[src/rtl/alu_acc_pkg.sv]
// Shared opcode, FSM state and error-code definitions for the accumulator ALU.
package alu_acc_pkg;

  typedef enum logic [3:0] {
    OpAdd   = 4'd0,
    OpSub   = 4'd1,
    OpMul   = 4'd2,
    OpDiv   = 4'd3,
    OpAnd   = 4'd4,
    OpOr    = 4'd5,
    OpXor   = 4'd6,
    OpNot   = 4'd7,
    OpNand  = 4'd8,
    OpNor   = 4'd9,
    OpXnor  = 4'd10,
    OpShl   = 4'd11,
    OpShr   = 4'd12,
    OpNop   = 4'd13,
    OpError = 4'd14,
    OpClear = 4'd15
  } op_e;

  typedef enum logic [1:0] {
    StIdle = 2'd0,
    StBusy = 2'd1,
    StDone = 2'd2,
    StLock = 2'd3
  } state_e;

  localparam logic [1:0] ErrNone      = 2'd0;
  localparam logic [1:0] ErrUnderflow = 2'd1;
  localparam logic [1:0] ErrDivZero   = 2'd2;
  localparam logic [1:0] ErrOp        = 2'd3;

endpackage

[src/rtl/alu_iter_muldiv.sv]
// Iterative unsigned multiplier (shift-add) and restoring divider, one bit per cycle.
// done_o flags the final step; result_o is the value produced by that step.
module alu_iter_muldiv #(
  parameter int unsigned W = 16,
  localparam int unsigned ACC_W = 2 * W
) (
  input  logic             clk_i,
  input  logic             rst_ni,
  input  logic             start_i,
  input  logic             div_i,
  input  logic [W-1:0]     a_i,
  input  logic [W-1:0]     b_i,
  output logic             done_o,
  output logic [ACC_W-1:0] result_o
);

  localparam int unsigned CntW = $clog2(W);

  logic             run_q, div_q;
  logic [CntW-1:0]  cnt_q;
  logic [ACC_W-1:0] mcand_q, prod_q, prod_nx;
  logic [W-1:0]     mplier_q, rem_q, quo_q, dvsr_q, rem_nx, quo_nx;
  logic [W:0]       rem_sh;

  // One iteration step of both datapaths; only the selected one is used.
  always_comb begin
    prod_nx = mplier_q[0] ? (prod_q + mcand_q) : prod_q;
    rem_sh  = {rem_q, quo_q[W-1]};
    if (rem_sh >= {1'b0, dvsr_q}) begin
      // Difference is below dvsr_q, so the dropped top bit is always zero.
      rem_nx = rem_sh[W-1:0] - dvsr_q;
      quo_nx = {quo_q[W-2:0], 1'b1};
    end else begin
      rem_nx = rem_sh[W-1:0];
      quo_nx = {quo_q[W-2:0], 1'b0};
    end
  end

  assign done_o   = run_q && (cnt_q == CntW'(W - 1));
  assign result_o = div_q ? {rem_nx, quo_nx} : prod_nx;

  // Load operands on start, then step once per cycle for W cycles.
  always_ff @(posedge clk_i or negedge rst_ni) begin
    if (!rst_ni) begin
      run_q    <= 1'b0;
      div_q    <= 1'b0;
      cnt_q    <= '0;
      mcand_q  <= '0;
      mplier_q <= '0;
      prod_q   <= '0;
      rem_q    <= '0;
      quo_q    <= '0;
      dvsr_q   <= '0;
    end else if (start_i) begin
      run_q    <= 1'b1;
      div_q    <= div_i;
      cnt_q    <= '0;
      mcand_q  <= {{W{1'b0}}, a_i};
      mplier_q <= b_i;
      prod_q   <= '0;
      rem_q    <= '0;
      quo_q    <= a_i;
      dvsr_q   <= b_i;
    end else if (run_q) begin
      cnt_q    <= cnt_q + 1'b1;
      mcand_q  <= mcand_q << 1;
      mplier_q <= mplier_q >> 1;
      prod_q   <= prod_nx;
      rem_q    <= rem_nx;
      quo_q    <= quo_nx;
      if (done_o) begin
        run_q <= 1'b0;
      end
    end
  end

endmodule

[src/rtl/alu_acc_seq.sv]
// Sequential accumulator ALU: single-cycle logic/arith ops, iterative MUL/DIV,
// sticky error with a LOCK state that only CLEAR leaves.
module alu_acc_seq
  import alu_acc_pkg::*;
#(
  parameter int unsigned W = 16,
  localparam int unsigned ACC_W = 2 * W
) (
  input  logic             clk,
  input  logic             reset_n,
  input  logic             in_valid,
  output logic             in_ready,
  input  logic [3:0]       op,
  input  logic             a_sel,
  input  logic [1:0]       b_sel,
  input  logic [W-1:0]     a_in,
  input  logic [W-1:0]     b_in,
  output logic             out_valid,
  input  logic             out_ready,
  output logic [ACC_W-1:0] result,
  output logic             err,
  output logic [1:0]       err_code,
  output logic             busy
);

  localparam logic [ACC_W-1:0] ShMax = ACC_W'(ACC_W);

  state_e           state_q, state_d;
  logic [ACC_W-1:0] acc_q, acc_d, result_q, result_d;
  logic             err_q, err_d;
  logic [1:0]       code_q, code_d;

  op_e              op_w;
  logic             accept;
  logic [W-1:0]     a_op, b_op;
  logic [ACC_W-1:0] a_ext, b_ext, alu_res;
  logic [1:0]       alu_code;
  logic             it_start, it_done;
  logic [ACC_W-1:0] it_res;

  assign op_w      = op_e'(op);
  assign in_ready  = (state_q == StIdle) || (state_q == StLock);
  assign accept    = in_valid && in_ready;
  assign out_valid = (state_q == StDone);
  assign busy      = (state_q == StBusy);
  assign result    = result_q;
  assign err       = err_q;
  assign err_code  = code_q;

  assign a_op  = a_sel ? acc_q[W-1:0] : a_in;
  assign b_op  = (b_sel == 2'd0) ? b_in : (b_sel == 2'd1) ? acc_q[W-1:0] : '0;
  assign a_ext = {{W{1'b0}}, a_op};
  assign b_ext = {{W{1'b0}}, b_op};

  // Single-cycle datapath and error detection (incl. divide-by-zero at accept).
  always_comb begin
    alu_res  = '0;
    alu_code = ErrNone;
    case (op_w)
      OpAdd:   alu_res = a_ext + b_ext;
      OpSub: begin
        if (b_op > a_op) alu_code = ErrUnderflow;
        else             alu_res  = a_ext - b_ext;
      end
      OpDiv:   if (b_op == '0) alu_code = ErrDivZero;
      OpAnd:   alu_res = {{W{1'b0}}, a_op & b_op};
      OpOr:    alu_res = {{W{1'b0}}, a_op | b_op};
      OpXor:   alu_res = {{W{1'b0}}, a_op ^ b_op};
      OpNot:   alu_res = {{W{1'b0}}, ~b_op};
      OpNand:  alu_res = {{W{1'b0}}, ~(a_op & b_op)};
      OpNor:   alu_res = {{W{1'b0}}, ~(a_op | b_op)};
      OpXnor:  alu_res = {{W{1'b0}}, ~(a_op ^ b_op)};
      OpShl:   alu_res = (a_ext >= ShMax) ? '0 : (b_ext << a_op);
      OpShr:   alu_res = (a_ext >= ShMax) ? '0 : (b_ext >> a_op);
      OpNop:   alu_res = acc_q;
      OpError: alu_code = ErrOp;
      default: alu_res = '0;
    endcase
  end

  // FSM next state plus result/accumulator/error updates.
  always_comb begin
    state_d  = state_q;
    acc_d    = acc_q;
    result_d = result_q;
    err_d    = err_q;
    code_d   = code_q;
    it_start = 1'b0;
    case (state_q)
      StIdle, StLock: begin
        if (accept) begin
          state_d = StDone;
          if (op_w == OpClear) begin
            acc_d    = '0;
            result_d = '0;
            err_d    = 1'b0;
            code_d   = ErrNone;
          end else if (state_q == StLock) begin
            // Locked: answer with zero, keep the first error code.
            result_d = '0;
          end else if ((op_w == OpMul) || ((op_w == OpDiv) && (b_op != '0))) begin
            it_start = 1'b1;
            state_d  = StBusy;
          end else if (alu_code != ErrNone) begin
            result_d = '0;
            err_d    = 1'b1;
            code_d   = alu_code;
          end else begin
            result_d = alu_res;
            acc_d    = alu_res;
          end
        end
      end
      StBusy: begin
        if (it_done) begin
          result_d = it_res;
          acc_d    = it_res;
          state_d  = StDone;
        end
      end
      StDone: begin
        if (out_ready) state_d = err_q ? StLock : StIdle;
      end
      default: state_d = StIdle;
    endcase
  end

  // State registers; reset aborts any operation in flight.
  always_ff @(posedge clk or negedge reset_n) begin
    if (!reset_n) begin
      state_q  <= StIdle;
      acc_q    <= '0;
      result_q <= '0;
      err_q    <= 1'b0;
      code_q   <= ErrNone;
    end else begin
      state_q  <= state_d;
      acc_q    <= acc_d;
      result_q <= result_d;
      err_q    <= err_d;
      code_q   <= code_d;
    end
  end

  alu_iter_muldiv #(
    .W(W)
  ) u_iter (
    .clk_i    (clk),
    .rst_ni   (reset_n),
    .start_i  (it_start),
    .div_i    (op_w == OpDiv),
    .a_i      (a_op),
    .b_i      (b_op),
    .done_o   (it_done),
    .result_o (it_res)
  );

endmodule

[config.mk]
export PLATFORM = sky130hd
export DESIGN_NAME = alu_acc_seq
export DESIGN_NICKNAME = d
export VERILOG_FILES = /design/src/rtl/alu_acc_pkg.sv /design/src/rtl/alu_iter_muldiv.sv /design/src/rtl/alu_acc_seq.sv
export SDC_FILE = /design/constraint.sdc
export NUM_CORES = 1
export LEC_CHECK = 0
export CAP_MARGIN = 20
export CORE_UTILIZATION = 40
export DETAILED_ROUTE_END_ITERATION = 10
export PLACE_DENSITY_LB_ADDON = 0.1
export REMOVE_ABC_BUFFERS = 1
export SLEW_MARGIN = 20
export SYNTH_ARGS = -nofsm -noshare
export SYNTH_HDL_FRONTEND = slang
export SYNTH_SLANG_ARGS = --single-unit
[constraint.sdc]
create_clock -name clk -period 5.2 [get_ports clk]
set_input_delay 0.78 -clock clk [delete_from_list [all_inputs] [get_ports clk]]
set_output_delay 0.78 -clock clk [all_outputs]
set_load 0.02 [all_outputs]
==> impl_metrics.yaml <==
outcome:
  status: "finished, final reports clean"
grt:
  grt_start_max_net_pins: 132
  antenna_found_initial: 1
  grt_pass1_vias: 16987
  grt_pass1_wl_um: 110600
  overflow: 0
  grtUsageTotal_pct: 33.03
logic_synthesis:
  synth_compound_area_share_pct: 26.35
  synthXorXnorAreaFrac_pct: 3.326
  syn-mean-instance-area_um2: 8.206
  synth-edff-count: 0
  synthAdderAreaFrac_pct: 7.362
  synthFlopType: "dfrtp_1"
  syn_inst: 2150
  yosysWarnings: 0
  ys_seq_area_share_pct: 28.79
  async_flop_share_pct: 100.0
  synth_top_family_by_area: "compound AO/OA/AOI/OAI gates"
  yosys.area_share.simple_pct: 16.84
  muxShareOfSynthArea_pct: 11.70
  ys_ff_latch: 203
  synth_cell_type_count: 101
  synthesis.area_um2: 17640
setup_path:
  r2r_setup_slack_ns: 0.70
  r2r-start: "u_iter.mcand_q[0]"
  reg2reg_depth: 12
  path_class: "primary input to register"
  path_max_fanout: 25
  cp-end-kind: "register"
  critPathLaunchType: "primary input"
  worstPathArrival_ns: 4.92
  setup.worst_path.start: "a_sel"
  rr_endpoint: "acc_q[26]"
  crit_required_ns: 5.62
drt:
  drt_first_pass_iters: 5
  wl_per_cell_um: 26.03
  drc: 0
  ant_nets: 0
  via_count: 17734
  drt_iter0_markers: 1797
  totalWireLength_um: 74200
  via_per_inst: 6.220
die:
  die_area_um2: 44950
  chipWidth_um: 212.0
  io_pins: 81
  die_h_um: 212.0
  rows: 76
  initial_utilization_pct: 40.78
  core-area_um2: 43270
cts:
  cts_setup_buffers: 0
  cts_root_buf: "clkbuf_16"
  cts_tree: "done"
  cts.sinks: 203
  cts_resized: 0
  clock_latency_ns: 0.58
  cts_made_buffers: 26
  cts.clk_slew.worst_paths_ns: 0.06
  htree_levels: 1
  cts.path.max_buffers: 3
  holdBufCountCts: 0
timing:
  period_share_pct: 86.51
  skew_ns: 0.04132
  drv_slew: 0
  slew_headroom_pct: 27.82
  layout_min_cycle_time_ns: 4.499
  finalSetupViolCount: 0
  setup_ws_ns: 0.7014
  worst_pin_slew_ns: 1.083
  finalHoldViolCount: 0
  max_freq_mhz: 222.3
  rsz0062_at_grt: "false"
power_and_ir_drop:
  intPower_mw: 7.322
  p_sw_share_pct: 50.32
  pwr-share-seq_pct: 20.4
  powerDensity_nw_per_um2: 715.8
  switchingPower_mw: 7.418
  pwr-share-clk_pct: 13.4
  leakage_nw: 8.805
  ir_drop_mv: 0.5155
  power_frac_comb_pct: 66.2
  total_power_mw: 14.74
placement:
  globalplace.congestion: 1.058
  port_buffers: 80
  place_ws_ns: 0.2090
  hpwl_um: 56580
  post_dp_cell_area_um2: 19670
final_layout:
  final_common_cell: "a21oi_1"
  fillCellCount: 4345
  n_antenna_cell: 0
  seq_area_um2: 5084
  final_cell_mix: "a21oi_1, nor2_1, nand2_1, dfrtp_1, o21ai_0"
  area_delta_synth_final_pct: 16.72
  multi_input_area_um2: 11620
  final_area_um2: 20590
  fin_nets: 2392
  drive_above_1_share_pct: 12.58
worst_hold_path:
  hold_path.class: "primary input to asynchronous set/reset pin"
run:
  max_cap_viol_count: 0
[layer usage]
| metal | vias up | GRT usage [%] | part of all wire, % |
|---|---|---|---|
| li1 | 8090 | - | - |
| met1 | 8691 | 46.20 | 44 |
| met2 | 788 | 51.34 | 44 |
| met3 | 165 | 4.018 | 7.1 |
| met4 | 0 | 13.82 | 4.6 |
| met5 | - | 0 | 0 |
[worst max-delay path by stage]
stage	end	slack, ns	cells past startpoint
detailed placement	acc_q[10]	0.21	13
finish	acc_q[10]	0.70	13
global route	acc_q[9]	0.48	13
floorplan	acc_q[16]	-1.51	11
CTS	acc_q[10]	0.78	13
global placement	acc_q[13]	0.20	13
[worst max-delay path, stage by stage]
cell and delay [ns]:
clkdlybuf4s50_1 0.51, buf_4 0.35, mux2_2 0.43, ha_1 0.34
nor3_1 0.38, a31oi_1 0.19, buf_4 0.20, o21ai_2 0.32
o21ai_1 0.17, a31oi_4 0.67, buf_4 0.29, mux2i_1 0.17
o21ai_0 0.10
[sequential cells by signal, summed over array words and instances (netlist names)]
| name | count |
|---|---|
| u_iter.run_q | 1 |
| result | 32 |
| u_iter.dvsr_q | 16 |
| u_iter.cnt_q | 4 |
| err_code | 2 |
| u_iter.quo_q | 16 |
| state_q | 2 |
| u_iter.rem_q | 16 |
| err | 1 |
| acc_q | 32 |
| u_iter.div_q | 1 |
| u_iter.mplier_q | 16 |
| u_iter.prod_q | 32 |
| u_iter.mcand_q | 32 |
[metrics by stage]
stage	util, %	cells	hold slack [ns]	TNS (ns)
3_3_place_gp	45.47	2804	0.4640	0
2_1_floorplan	-	2004	0.4496	-64.90
5_1_grt	47.59	2851	0.3720	0
3_5_place_dp	45.47	2804	0.4718	0
6_report	47.59	2851	0.2582	0
4_1_cts	47.59	2851	0.3324	0
[power groups by stage]
stage / Combinational, mW / Sequential (mW) / Clock, mW
floorplan: 6.24 / 3.10 / 0
global placement: 9.53 / 3.02 / 0
detailed placement: 9.60 / 3.02 / 0
CTS: 9.66 / 3.00 / 2.01
global route: 10.6 / 3.10 / 2.07
finish: 9.75 / 3.01 / 1.98
[cell families after synthesis]
| kind of cell | count (synthesis) |
|---|---|
| buffers and inverters | 233 |
| multiplexers | 175 |
| AND/OR/NAND/NOR | 641 |
| flip-flops | 203 |
| adder cells (fa/ha/maj) | 102 |
| XOR/XNOR | 67 |
| AO/OA/AOI/OAI | 729 |
[area by class of cell]
| cell class | instances | share of cell area, % |
|---|---|---|
| Multi-Input combinational cell | 1714 | 56.44 |
| Sequential cell | 203 | 24.69 |
| Timing Repair Buffer | 215 | 9.260 |
| Tap cell | 585 | 3.555 |
| Clock buffer | 32 | 3.518 |
| Inverter | 87 | 1.598 |
| Clock inverter | 15 | 0.9418 |
[cell usage after synthesis, types with 6 or more instances]
library cell	instances	share of area (%)
a211oi_1	56	2.4
a21o_1	27	1.1
a21oi_1	225	6.4
a221o_1	7	0.40
a221oi_1	20	0.99
a222oi_1	6	0.34
a22oi_1	11	0.47
a31oi_1	28	0.99
a32oi_1	6	0.30
and2_1	13	0.46
and3_1	6	0.21
buf_1	12	0.26
buf_2	31	0.88
clkbuf_1	91	1.9
dfrtp_1	203	29
ha_1	99	7.0
inv_1	79	1.7
mux2_2	20	1.3
mux2i_1	132	7.5
mux4_2	22	2.8
nand2_1	210	4.5
nand2b_1	15	0.53
nand3_1	37	1.0
nand4_1	9	0.32
nor2_1	222	4.7
nor2b_1	22	0.78
nor3_1	32	0.91
o2111ai_1	6	0.30
o211ai_1	35	1.5
o21a_1	15	0.64
o21ai_0	150	4.3
o21ai_1	28	0.79
o21bai_1	12	0.51
o221ai_1	11	0.55
o22ai_1	15	0.53
o31ai_1	7	0.30
or2_1	11	0.39
or2_2	18	0.64
or3_1	9	0.32
xnor2_1	46	2.3
xor2_1	21	1.0
Power figures use the tool's default switching activity.
